[config.mk]
export PLATFORM = sky130hd
export DESIGN_NAME = addsub_pipe
export DESIGN_NICKNAME = d
export VERILOG_FILES = /design/src/rtl/addsub_pipe.sv
export SDC_FILE = /design/constraint.sdc
export NUM_CORES = 1
export LEC_CHECK = 0
export ABC_AREA = 1
export BUFFER_PORTS_ARGS = -buffer_cell sky130_fd_sc_hd__buf_2
export CAP_MARGIN = 20
export CORE_MARGIN = 10
export CORE_UTILIZATION = 50
export DETAILED_ROUTE_END_ITERATION = 6
export PLACE_DENSITY_LB_ADDON = 0.12
export SKIP_CTS_REPAIR_TIMING = 1
export SLEW_MARGIN = 25
export SYNTH_ARGS = -nofsm -noshare
export SYNTH_HDL_FRONTEND = slang
export SYNTH_SLANG_ARGS = --single-unit
[constraint.sdc]
create_clock -name clk -period 3.9 [get_ports clk]
set_input_delay 1.17 -clock clk [delete_from_list [all_inputs] [get_ports clk]]
set_output_delay 1.17 -clock clk [all_outputs]
set_load 0.05 [all_outputs]
[src/rtl/addsub_pipe.sv]
// addsub_pipe: pipelined ADD/SUB/CMP/ADC unit, one CHUNK-bit carry-lookahead slice per stage.
// Define ADDSUB_PIPE_UCMP_EN to add the in_unsigned port for unsigned compares.
module addsub_pipe #(
   parameter int WIDTH = 32,
   parameter int CHUNK = 8
) (
   input  logic             clk,
   input  logic             reset,
   input  logic             in_valid,
   output logic             in_ready,
   input  logic [1:0]       in_op,
   input  logic [WIDTH-1:0] in_a,
   input  logic [WIDTH-1:0] in_b,
`ifdef ADDSUB_PIPE_UCMP_EN
   input  logic             in_unsigned,
`endif
   output logic             out_valid,
   input  logic             out_ready,
   output logic [1:0]       out_op,
   output logic [WIDTH-1:0] out_result,
   output logic             out_cout,
   output logic             out_ovf,
   output logic             eq_flag,
   output logic             gt_flag,
   output logic             c_flag
);

   localparam int NSTAGE = WIDTH / CHUNK;
   localparam logic [1:0] OP_SUB = 2'b01;
   localparam logic [1:0] OP_CMP = 2'b10;
   localparam logic [1:0] OP_ADC = 2'b11;

   // ar_* holds finished result slices below the current slice and unprocessed A slices above it
   logic [NSTAGE-1:0]            vld_q, vld_d, cy_q, cy_d;
   logic [NSTAGE-1:0][1:0]       op_q, op_d;
   logic [NSTAGE-1:0][WIDTH-1:0] ar_q, ar_d, br_q, br_d;
   logic [NSTAGE-1:0]            src_v, src_c;
   logic [NSTAGE-1:0][1:0]       src_op;
   logic [NSTAGE-1:0][WIDTH-1:0] src_a, src_b;
   logic                         ovf_q, ovf_d;
   logic                         eq_q, eq_d, gt_q, gt_d, c_q, c_d;
   logic                         advance, xfer, is_sub, res_zero, gt_cmp;
   logic [CHUNK:0]               slice;
   logic                         unused_br;
`ifdef ADDSUB_PIPE_UCMP_EN
   logic [NSTAGE-1:0]            uns_q, uns_d, src_u;
`endif

   function automatic logic [CHUNK:0] cla_add(input logic [CHUNK-1:0] a,
                                              input logic [CHUNK-1:0] b,
                                              input logic             cin);
      logic [CHUNK-1:0] g, p;
      logic [CHUNK:0]   c;
      logic             pp;
      g = a & b;
      p = a ^ b;
      c = '0;
      for (int i = 0; i <= CHUNK; i++) begin
         pp = 1'b1;
         for (int j = CHUNK-1; j >= 0; j--) begin
            if (j < i) begin
               c[i] = c[i] | (pp & g[j]);
               pp   = pp & p[j];
            end
         end
         c[i] = c[i] | (pp & cin);
      end
      return {c[CHUNK], p ^ c[CHUNK-1:0]};
   endfunction

   assign advance    = !vld_q[NSTAGE-1] || out_ready;
   assign xfer       = vld_q[NSTAGE-1] && out_ready;
   assign in_ready   = advance;
   assign out_valid  = vld_q[NSTAGE-1];
   assign out_op     = op_q[NSTAGE-1];
   assign out_result = ar_q[NSTAGE-1];
   assign out_cout   = cy_q[NSTAGE-1];
   assign out_ovf    = ovf_q;
   assign eq_flag    = eq_q;
   assign gt_flag    = gt_q;
   assign c_flag     = c_q;
   // The last stage's copy of B has no consumer once the MSB slice is done.
   assign unused_br  = ^br_q[NSTAGE-1];

   always_comb begin
      is_sub    = (in_op == OP_SUB) || (in_op == OP_CMP);
      src_v[0]  = in_valid;
      src_op[0] = in_op;
      src_a[0]  = in_a;
      src_b[0]  = is_sub ? ~in_b : in_b;
      src_c[0]  = is_sub | ((in_op == OP_ADC) & c_q);
`ifdef ADDSUB_PIPE_UCMP_EN
      src_u[0]  = in_unsigned;
`endif
      for (int k = 1; k < NSTAGE; k++) begin
         src_v[k]  = vld_q[k-1];
         src_op[k] = op_q[k-1];
         src_a[k]  = ar_q[k-1];
         src_b[k]  = br_q[k-1];
         src_c[k]  = cy_q[k-1];
`ifdef ADDSUB_PIPE_UCMP_EN
         src_u[k]  = uns_q[k-1];
`endif
      end
      slice = '0;
      for (int k = 0; k < NSTAGE; k++) begin
         slice    = cla_add(src_a[k][k*CHUNK +: CHUNK], src_b[k][k*CHUNK +: CHUNK], src_c[k]);
         vld_d[k] = src_v[k];
         op_d[k]  = src_op[k];
         cy_d[k]  = slice[CHUNK];
         ar_d[k]  = src_a[k];
         ar_d[k][k*CHUNK +: CHUNK] = slice[CHUNK-1:0];
         br_d[k]  = src_b[k];
`ifdef ADDSUB_PIPE_UCMP_EN
         uns_d[k] = src_u[k];
`endif
      end
      ovf_d = (src_a[NSTAGE-1][WIDTH-1] == src_b[NSTAGE-1][WIDTH-1]) &&
              (ar_d[NSTAGE-1][WIDTH-1] != src_a[NSTAGE-1][WIDTH-1]);
   end

   always_comb begin
      res_zero = (ar_q[NSTAGE-1] == '0);
`ifdef ADDSUB_PIPE_UCMP_EN
      gt_cmp = uns_q[NSTAGE-1] ? (cy_q[NSTAGE-1] && !res_zero)
                               : (!res_zero && (ar_q[NSTAGE-1][WIDTH-1] == ovf_q));
`else
      gt_cmp = !res_zero && (ar_q[NSTAGE-1][WIDTH-1] == ovf_q);
`endif
      eq_d = eq_q;
      gt_d = gt_q;
      c_d  = c_q;
      // Flags commit only when the consumer takes the result.
      if (xfer) begin
         c_d = cy_q[NSTAGE-1];
         if (op_q[NSTAGE-1] == OP_CMP) begin
            eq_d = res_zero;
            gt_d = gt_cmp;
         end
      end
   end

   always_ff @(posedge clk) begin
      if (reset) begin
         vld_q <= '0;
         op_q  <= '0;
         cy_q  <= '0;
         ar_q  <= '0;
         br_q  <= '0;
         ovf_q <= 1'b0;
         eq_q  <= 1'b0;
         gt_q  <= 1'b0;
         c_q   <= 1'b0;
`ifdef ADDSUB_PIPE_UCMP_EN
         uns_q <= '0;
`endif
      end else begin
         if (advance) begin
            vld_q <= vld_d;
            op_q  <= op_d;
            cy_q  <= cy_d;
            ar_q  <= ar_d;
            br_q  <= br_d;
            ovf_q <= ovf_d;
`ifdef ADDSUB_PIPE_UCMP_EN
            uns_q <= uns_d;
`endif
         end
         eq_q <= eq_d;
         gt_q <= gt_d;
         c_q  <= c_d;
      end
   end

endmodule

## Yosys cells after proc, flatten, opt, wreduce, memory -nomap -nowiden

Cells that the tools add are included.

| storage, ports and cells | value |
|---|---|
| register bits after elaboration | 244 |
| latch bits | 0 |
| RAM bits | 0 |
| bits in read-only memories | 0 |
| word-level logic and storage cells | 449 |
| memories kept | 0 |

| operators by class | value |
|---|---|
| $add $sub $neg | 0 |
| multiply operators | 0 |
| divide/modulo/power cells | 0 |
| $lt $le $gt $ge | 0 |
| equal/unequal tests | 7 |
| shift operators | 0 |
| muxes and demuxes | 1 |
| bitwise gates (word level) | 415 |
| reduce and logical (&&, ||, !) cells | 9 |

Operators with widths:

| kind | number |
|---|---|
| bitwise AND 1 bit | 257 |
| bitwise OR 1 bit | 145 |
| bitwise XOR 8 bit | 8 |
| bitwise AND 8 bit | 4 |
| logical NOT 32 bit | 1 |
| 2-to-1 mux 32 bit | 1 |
| inverter 32 bit | 1 |
| equality test 2 bit (second input constant) | 3 |
| logical AND 1 bit | 3 |
| equality test 1 bit | 2 |
| equality test 2 x 1 -> 1 bit (second input constant) | 1 |
| logical NOT 1 bit | 2 |
| logical OR 1 bit | 2 |
| AND reduction 2 bit | 1 |
| inequality test 1 bit | 1 |

## Logic depth before layout (Yosys ltp)

Gate-level depths: netlist of run 1.

| logic depth | value |
|---|---|
| depth in word-level cells | 13 |
| gate-level depth with buffers | 15 |
| depth with buffers taken out | 13 |

## Least setup slack after synthesis of run 1

No wires, ideal clock.

| path | value |
|---|---|
| path type | input -> register |
| start | input in_op[0] |
| end | register ar_q, in the netlist ar_d[38] |
| setup time | 109 ps |
| arrival time | 3019 ps |
| slack | 773 ps |
| stages | 13 |
| buffers on the path | 2 |
| path through | ha_1 buf_4 buf_2 xor2_1 ha_1 inv_2 nor3_2 nand2_1 and2_0 nand4_1 nand3_1 nand2_1 inv_1 |

| between the ends | value |
|---|---|
| cells in the longest elaborated chain, start to end | 12 |
| elaborated cells on any way between the ends | 27 |
| those cells by class | eq/ne: 3; mux: 1; bitwise: 22; reduce/logical: 1 |

RTL lines:

| item | RTL line | source |
|---|---|---|
| from (decl) | 11 | `input logic [1:0] in_op,` |
| equality test 2 x 1 -> 1 bit or equality test 2 bit (tied branches) | 86 | `is_sub = (in_op == OP_SUB) \|\| (in_op == OP_CMP);` |
| logical OR 1 bit | 86 |  |
| 2-to-1 mux 32 bit | 90 | `src_b[0] = is_sub ? ~in_b : in_b;` |
| bitwise XOR 8 bit or bitwise AND 8 bit (tied branches) | 56, 55 |  |
| bitwise AND 1 bit, on equally long branches | 62, 63 |  |
| bitwise OR 1 bit, or another cell as far along (4 in a row) | 62 | `c[i] = c[i] \| (pp & g[j]);` |
| bitwise OR 1 bit or bitwise AND 1 bit (tied branches) | 62, 66 |  |
| bitwise OR 1 bit | 66 | `c[i] = c[i] \| (pp & cin);` |
| bitwise XOR 8 bit (*) | 68 | `return {c[CHUNK], p ^ c[CHUNK-1:0]};` |
| to (signal assigned) | 162 | `ar_q <= ar_d;` |
| to (decl) | 36 | `logic [NSTAGE-1:0][WIDTH-1:0] ar_q, ar_d, br_q, br_d;` |

Mark *: on every way between the ends. The rest lies on a longest branch, timed or not.
A chain may end at the register's enable or synchronous reset.

## Final worst setup path of run 1

| path | value |
|---|---|
| start | input out_ready |
| end | output in_ready |

| between the ends | value |
|---|---|
| cells in the longest elaborated chain, start to end | 1 |

RTL lines:

| item | RTL line | source |
|---|---|---|
| from (decl) | 18 | `input logic out_ready,` |
| logical OR 1 bit | 71 | `assign advance = !vld_q[NSTAGE-1] \|\| out_ready;` |
| to (decl) | 10 | `output logic in_ready,` |

No other way between the ends.

==> flow_summary.yaml, run 1 <==
global_route:
  first_global_vias: 7195
  grt_pass1_wl_mm: 34.33
  grt-ovfl-total: 0
  track_usage: 0.1664
  grt_max_degree: 216
  grt_antenna_before_repair: 0
die:
  core.rowCount: 49
  num_io_pins: 111
  fp.dieArea_mm2: 0.02453
  core-area_mm2: 0.01815
  start_util: 0.5142
  die_h_um: 156.6
  die_x_um: 156.6
layout:
  area_delta_synth_final_pct: 10.00
  layout_common_cells: "nor2_1, dfxtp_1, o21ai_0, inv_1, buf_2"
  fillerInstances: 1820
  final_area_mm2: 0.01026
  finalNetCount: 1402
  regArea_mm2: 0.003924
  final_common_cell: "nor2_1"
  antenna_cells: 0
  final_cells: 1535
  multiInputGateArea_mm2: 0.004365
  final_layout_size_suffix_gt1_frac: 0.1233
synthesis:
  syn_area_per_cell_um2: 7.394
  yosys.area.top_type: "dfxtp_1"
  synth.area.mux_share: 0
  synth_top_family_by_area: "simple AND/OR/NAND/NOR gates"
  ys_seq_elements: 196
  synthesis.instances: 1262
  synthSimpleGateAreaFrac: 0.2135
  yosys_warnings: 0
  synth_compound_area_frac: 0.1592
  yosys-top-cells-area: "dfxtp_1, nor2_1, o21ai_0"
  yosys.area_share.xor_xnor: 0.03942
  yosysTopAreaCellShare: 0.4205
  synth_cell_types: 34
  synthesis.nets: 1371
  synth.cell_area_mm2: 0.009331
  synth_fa_ha_area_frac: 0.05551
  seq_area_frac_synth: 0.4205
clock_network:
  insertion_delay_ns: 0.43
  worst_setup_hold_path_clk_slew_ns: 0.06
  htree_num_levels: 4
  clockRootBuffer: "clkbuf_16"
  numCtsBuffers: 17
  clock_sinks: 196
  cts_tree: "done"
  clk_path_buf_depth: 2
power:
  ir_drop_mv: 0.3439
  p_leak_nw: 5.055
  p_per_area_mw_per_mm2: 468.3
sta:
  tightestPinTransition_ns: 0.9234
  slew_violations: 0
  slew_headroom: 0.3844
  rsz0062_at_grt: "no"
  period_share: 0.7533
  finalSetupTns_ns: 0
  setup_slack_ns: 0.9622
  max_freq_ghz: 0.3404
  setup_viol: 0
  fin_skew_ns: 0.005713
  period_minus_slack_ns: 2.938
  hold_ws_ns: 0.4416
  hold_viol_final: 0
critical_path:
  path_class: "input pin to output pin"
  r2r_cells: 7
  cp_data_required_time_ns: 2.73
  cp_max_fo: 2
  reg2reg_slack_ns: 2.04
  end_kind: "output pin"
  reg2reg_from: "vld_q[3]"
  critPathLaunchType: "input pin"
  crit_arrival_ns: 1.77
  regToRegEndpoint: "ar_d[33]"
min_path:
  hold_end: "br_d[91]"
  min_path_cells: 2
  hp-class: "flop to flop"
  min_from: "br_d[59]"
route:
  wl_met3_mm: 1.090
  first_iter_violations: 529
  drc: 0
  wl_met2_mm: 8.843
  avgViaCountPerCell: 5.046
  highest_layer: "met4"
  wl_met1_mm: 10.31
  routedWlPerCell_um: 13.34
  ant_nets: 0
  drt-total-wl_mm: 20.48
  drt-pass1-iter-count: 5
  vias: 7745
placement:
  gp_congestion: 0.8677
  dpl.cell_count: 1503
  portBuffers: 110
  pre_cts_ws_ns: 0.6309
  place_hpwl_mm: 14.13
  placed_cell_area_mm2: 0.009683
flow_run:
  drv_cap: 0
status:
  status: "finished, final reports clean"
==> stage by stage <==
step	util	power, mW
after CTS	0.5656	4.854
after floorplan	-	2.934
after global placement	0.5336	3.107
after global routing	0.5656	5.052
after detailed placement	0.5336	3.117
final	0.5656	4.807
==> synthesized netlist by cell type (all sizes together) <==
| cell type | count |
|---|---|
| nand2 | 83 |
| xnor2 | 28 |
| nor3 | 18 |
| buf | 73 |
| or2 | 1 |
| dfxtp | 196 |
| o211ai | 2 |
| nand3b | 1 |
| xor2 | 14 |
| inv | 125 |
| a21oi | 75 |
| and2 | 1 |
| fa | 4 |
| o21ai | 194 |
| nor2 | 261 |
| nand4 | 33 |
| a211oi | 5 |
| ha | 35 |
| o21bai | 9 |
| nand3 | 70 |
| o21a | 2 |
| clkbuf | 32 |
==> power breakdown <==
group	internal (mW)	switching (mW)	leakage, nW	total [mW]
combinational	0.289	0.508	3.17	0.797
clock	0.960	0.779	0.275	1.74
sequential	2.18	0.0949	1.61	2.27
total	3.42	1.38	5.06	4.81
==> kinds of logic after synthesis <==
group | after synthesis
buffers and inverters | 230
AOI/OAI and AO/OA | 287
and+or+nand+nor | 468
xor gates and xnor gates | 42
DFF | 196
adders and majority gates | 39
==> routing by layer <==
layer  vias up  global-route usage
met3        12             0.03701
met1      3445              0.2331
met2       142              0.2520
met5         -                   0
met4         0             0.04494
li1       4146                   -
==> sequential cells by signal (all words and copies together), names as in the netlist, 2 cells and up <==
register and cells:
out_op 2, out_result 32, br_d 48, op_d 6, vld_q 4, ar_d 72
cy_q 4, ar_q 24
==> area by class of cell <==
type,count,share of cell area
Tap cell,229,0.02791
Sequential cell,196,0.3823
Timing Repair Buffer,117,0.06119
Clock inverter,12,0.01414
Multi-Input combinational cell,836,0.4253
Clock buffer,20,0.04254
Inverter,125,0.04668
==> worst max path at each step <==
stage / from / end / slack (ns) / depth (start not counted)
6_report: out_ready / in_ready / 0.96 / 4
5_1_grt: in_op[0] / ar_d[38] / 0.86 / 12
4_1_cts: out_ready / in_ready / 0.96 / 4
3_5_place_dp: in_op[1] / ar_d[38] / 0.63 / 12
3_3_place_gp: in_op[1] / ar_d[38] / 0.67 / 12
2_1_floorplan: in_op[0] / ar_d[38] / 0.77 / 13
==> worst max-delay path: stages <==
cell    delay [ns]
buf_2         0.13
nor2_4        0.18
inv_6         0.06
buf_2         0.22
(Power assumes the default switching activity.)
==> run 2: changes to the inputs <==
Clock period 3.9 ns to 2.65 ns, I/O delays scaled along.
==> run 2 against run 1 <==
  * Total power is 46% higher
  * Clock skew is 0.0088 ns higher
  * Via count is 0.21% higher
==> flow_summary.yaml, run 2 (same netlist as run 1, synthesis figures left out) <==
global_route:
  grt-ovfl-total: 0
  grt_antenna_before_repair: 0
  grt_max_degree: 133
  first_global_vias: 7283
  track_usage: 0.1671
  grt_pass1_wl_mm: 34.54
critical_path:
  end_kind: "flop"
  regToRegEndpoint: "ar_d[116]"
  reg2reg_slack_ns: 0.90
  path_class: "input pin to flop"
  critPathLaunchType: "input pin"
  crit_arrival_ns: 2.65
  reg2reg_from: "ar_q[49]"
  slowest_delay_ns: 0.36
  crit_chain: "buf_2 -> ha_4 -> xor2_1 -> ha_1 -> a21oi_1 -> inv_1 -> nor2_1 -> nor2_1 -> o21ai_0 -> nand2_1 -> o21bai_1 -> inv_1"
  cp_max_fo: 10
  critPathSlowestCell: "ha_4"
  r2r_cells: 11
  critical_path.startpoint: "in_op[0]"
  cp_data_required_time_ns: 2.98
die:
  num_io_pins: 111
  start_util: 0.5142
  die_x_um: 156.6
  fp.dieArea_mm2: 0.02453
  core-area_mm2: 0.01815
  core.rowCount: 49
  die_h_um: 156.6
power:
  ir_drop_mv: 0.5708
  finalPower_mw: 7.000
  p_leak_nw: 5.111
  p_per_area_mw_per_mm2: 674.5
min_path:
  hold_end: "br_d[93]"
  min_from: "br_d[61]"
  hp-class: "flop to flop"
  min_path_cells: 2
sta:
  slew_violations: 0
  period_minus_slack_ns: 2.317
  fin_skew_ns: 0.01447
  tightestPinTransition_ns: 0.5379
  rsz0062_at_grt: "no"
  setup_viol: 0
  max_freq_ghz: 0.4316
  setup_slack_ns: 0.3332
  period_share: 0.8743
  hold_viol_final: 0
  slew_headroom: 0.6376
  finalSetupTns_ns: 0
layout:
  final_common_cell: "nor2_1"
  final_area_mm2: 0.01038
  finalNetCount: 1409
  final_layout_size_suffix_gt1_frac: 0.1295
  fin_util: 0.5719
  largest_reg_flops: 72
  antenna_cells: 0
  layout_common_cells: "nor2_1, dfxtp_1, o21ai_0, inv_1, buf_2"
  area_delta_synth_final_pct: 11.22
placement:
  placed_cell_area_mm2: 0.009816
  portBuffers: 110
  gp_congestion: 0.8603
  place_hpwl_mm: 14.20
  pre_cts_ws_ns: -0.07274
clock_network:
  clockRootBuffer: "clkbuf_16"
  clock_sinks: 196
  clk_path_buf_depth: 2
  htree_num_levels: 4
  cts_tree: "done"
  insertion_delay_ns: 0.44
  worst_setup_hold_path_clk_slew_ns: 0.07
  numCtsBuffers: 17
flow_run:
  drv_cap: 0
route:
  drt-total-wl_mm: 20.24
  vias: 7761
  first_iter_violations: 479
  drc: 0
  ant_nets: 0
  routedWlPerCell_um: 13.12
  avgViaCountPerCell: 5.033
  drt-pass1-iter-count: 5
status:
  status: "finished, final reports clean"
## run 2: changes by cell type in the layout (fill, tap and decap cells not counted), moves of 2 or more
cell        previous run  this run
buf_12                 2         7
clkinvlp_4             3         1
bufinv_16              2         0
clkinv_4               1         5
buf_4                  5         7
## run 2: layout make-up
class	instances	area [µm²]
clock buffer	20	446.7
timing repair buffer	124	743.2
multi-input combinational	836	4383
tap	229	286.5
sequential	196	3924
clock inverter	12	116.4
inverter	125	479.2
fill	1773	7769
## run 2: worst max-delay path by stage
stage                     to
floorplan           ar_d[38]
detailed placement  ar_d[36]
finish              ar_d[35]
CTS                 in_ready
global route        ar_d[35]
global placement    ar_d[38]
## run 2: worst max-delay path: cells and delay by family
kind	cells	cell delay [ns]
compound gates	3	0.50
buf+inv	3	0.28
xor+xnor	1	0.17
fa+ha+maj	2	0.63
simple gates	3	0.28
## run 2: power breakdown
| part | internal (mW) | leakage [nW] | switching, mW | total [mW] |
|---|---|---|---|---|
| logic | 0.450 | 3.22 | 0.756 | 1.21 |
| clock network | 1.26 | 0.272 | 1.19 | 2.46 |
| registers | 3.20 | 1.61 | 0.134 | 3.34 |
| total | 4.92 | 5.11 | 2.08 | 7.00 |
## run 2: layer usage
layer / vias to the layer above / wire length [µm] / part of all wire / GRT usage
li1: 4176 / - / - / -
met1: 3465 / 10580 / 0.52 / 0.2370
met2: 101 / 8691 / 0.43 / 0.2498
met3: 19 / 780 / 0.039 / 0.03728
met4: 0 / 188 / 0.0093 / 0.04449
met5: - / 0 / 0 / 0
## run 2: through the flow
step,hold slack (ns),cells
global placement,0.4291,1510
global route,0.4672,1542
CTS,0.4431,1542
floorplan,0.4205,1262
detailed placement,0.4318,1510
finish,0.4435,1542
==> run 3: changes to the inputs <==
Clock period 2.65 ns to 2.1 ns, I/O delays scaled along.
==> run 3 against run 2 <==
  * Clock skew is 0.0039 ns lower
  * Die area stayed put
  * Hold slack worse by 0.0071 ns
  * Register-to-register slack worse by 0.51 ns
  * Critical path type unchanged
  * Highest routed layer unchanged
  * Clock power is 33% higher
==> flow_summary.yaml, run 3 (same netlist as run 1, synthesis figures left out) <==
placement:
  pre_cts_ws_ns: -0.4233
  dpl.cell_count: 1537
  gp_congestion: 0.8689
  portBuffers: 110
  place_hpwl_mm: 14.79
critical_path:
  cp_data_required_time_ns: 2.43
  critPathLaunchType: "input pin"
  crit_arrival_ns: 2.40
  cp_max_fo: 6
  end_kind: "flop"
  path_class: "input pin to flop"
route:
  first_iter_violations: 460
  drt-total-wl_mm: 20.63
  ant_nets: 0
  avgViaCountPerCell: 5.037
  vias: 7929
  routedWlPerCell_um: 13.11
  drt-pass1-iter-count: 5
  drc: 0
power:
  p_leak_nw: 5.292
  p_per_area_mw_per_mm2: 852.7
  ir_drop_mv: 0.5891
sta:
  period_share: 0.9840
  slew_headroom: 0.6905
  slew_violations: 0
  max_freq_ghz: 0.4839
  tightestPinTransition_ns: 0.4642
  setup_viol: 0
  setup_slack_ns: 0.03362
  period_minus_slack_ns: 2.066
  finalSetupTns_ns: 0
  hold_viol_final: 0
  rsz0062_at_grt: "yes"
  fin_skew_ns: 0.01059
die:
  core.rowCount: 49
  die_h_um: 156.6
  die_x_um: 156.6
  fp.dieArea_mm2: 0.02453
  core-area_mm2: 0.01815
  start_util: 0.5142
  num_io_pins: 111
layout:
  antenna_cells: 0
  area_delta_synth_final_pct: 14.71
  largest_reg_flops: 72
  final_cells: 1574
  fin_util: 0.5898
  finalNetCount: 1441
  layout_common_cells: "nor2_1, dfxtp_1, o21ai_0, inv_1, buf_2"
  final_layout_size_suffix_gt1_frac: 0.1606
  final_common_cell: "nor2_1"
global_route:
  grt_max_degree: 88
  grt_pass1_wl_mm: 33.90
  track_usage: 0.1641
  first_global_vias: 7260
  grt-ovfl-total: 0
  grt_antenna_before_repair: 0
clock_network:
  worst_setup_hold_path_clk_slew_ns: 0.07
  insertion_delay_ns: 0.43
  cts_tree: "done"
  htree_num_levels: 4
  clockRootBuffer: "clkbuf_16"
  clock_sinks: 196
  numCtsBuffers: 17
  clk_path_buf_depth: 2
status:
  status: "finished, final reports clean"
flow_run:
  drv_cap: 0
min_path:
  hp-class: "input pin to flop"
==> run 3: cell types whose count changed in the layout (fill, tap and decap cells not counted), moves of 3 or more <==
| cell | change |
|---|---|
| nor3_1 | -3 |
| nor3_2 | +3 |
| inv_6 | +3 |
| nor2_1 | -3 |
| clkinv_4 | -3 |
| nor2_2 | +3 |
| buf_4 | +33 |
==> run 3: cell type report <==
type | count | area [µm²]
clock inverter | 14 | 160.2
clock buffer | 18 | 439.2
timing repair buffer | 156 | 978.4
sequential | 196 | 3924
multi-input combinational | 836 | 4434
inverter | 125 | 481.7
tap | 229 | 286.5
fill | 1737 | 7443
==> run 3: layer usage <==
metal	share of wire	GRT usage	up-vias
li1	-	-	4234
met1	0.50	0.2260	3544
met2	0.44	0.2557	139
met3	0.050	0.03152	12
met4	0.0096	0.04719	0
met5	0	0	-
==> run 3: where the power goes <==
group,total (mW),switching (mW),internal [mW]
sequential,4.21,0.171,4.04
clock,3.26,1.53,1.73
combinational,1.65,0.997,0.658
total,9.13,2.70,6.43
==> run 3: path summary, 6_finish.rpt <==
path	startpoint	to	slack, ns	depth (start not counted)
setup reg to reg	ar_q[49]	ar_d[116]	0.39	11
hold reg to reg	br_d[55]	br_d[87]	0.45	2
setup / recovery	in_op[0]	ar_d[39]	0.03	15
hold / removal	in_a[27]	ar_d[59]	0.44	3
==> run 3: per-stage QoR <==
stage	cell area [µm²]	power, mW	hold WS (ns)
after floorplan	9374	5.465	0.4205
after global placement	10000	5.879	0.4329
after detailed placement	10000	5.906	0.4365
after CTS	10600	9.187	0.4231
after global routing	10700	9.598	0.4505
final	10700	9.127	0.4364
==> run 3: critical path, stage by stage <==
cell     delay, ns
buf_8         0.10
ha_4          0.32
buf_6         0.15
xor2_1        0.16
ha_1          0.28
nand2_2       0.13
nor2_2        0.05
nor2_1        0.11
nand2_1       0.07
nor2_2        0.10
nand3_1       0.07
nand2_1       0.06
nand3_1       0.06
nand2_1       0.07
inv_1         0.03
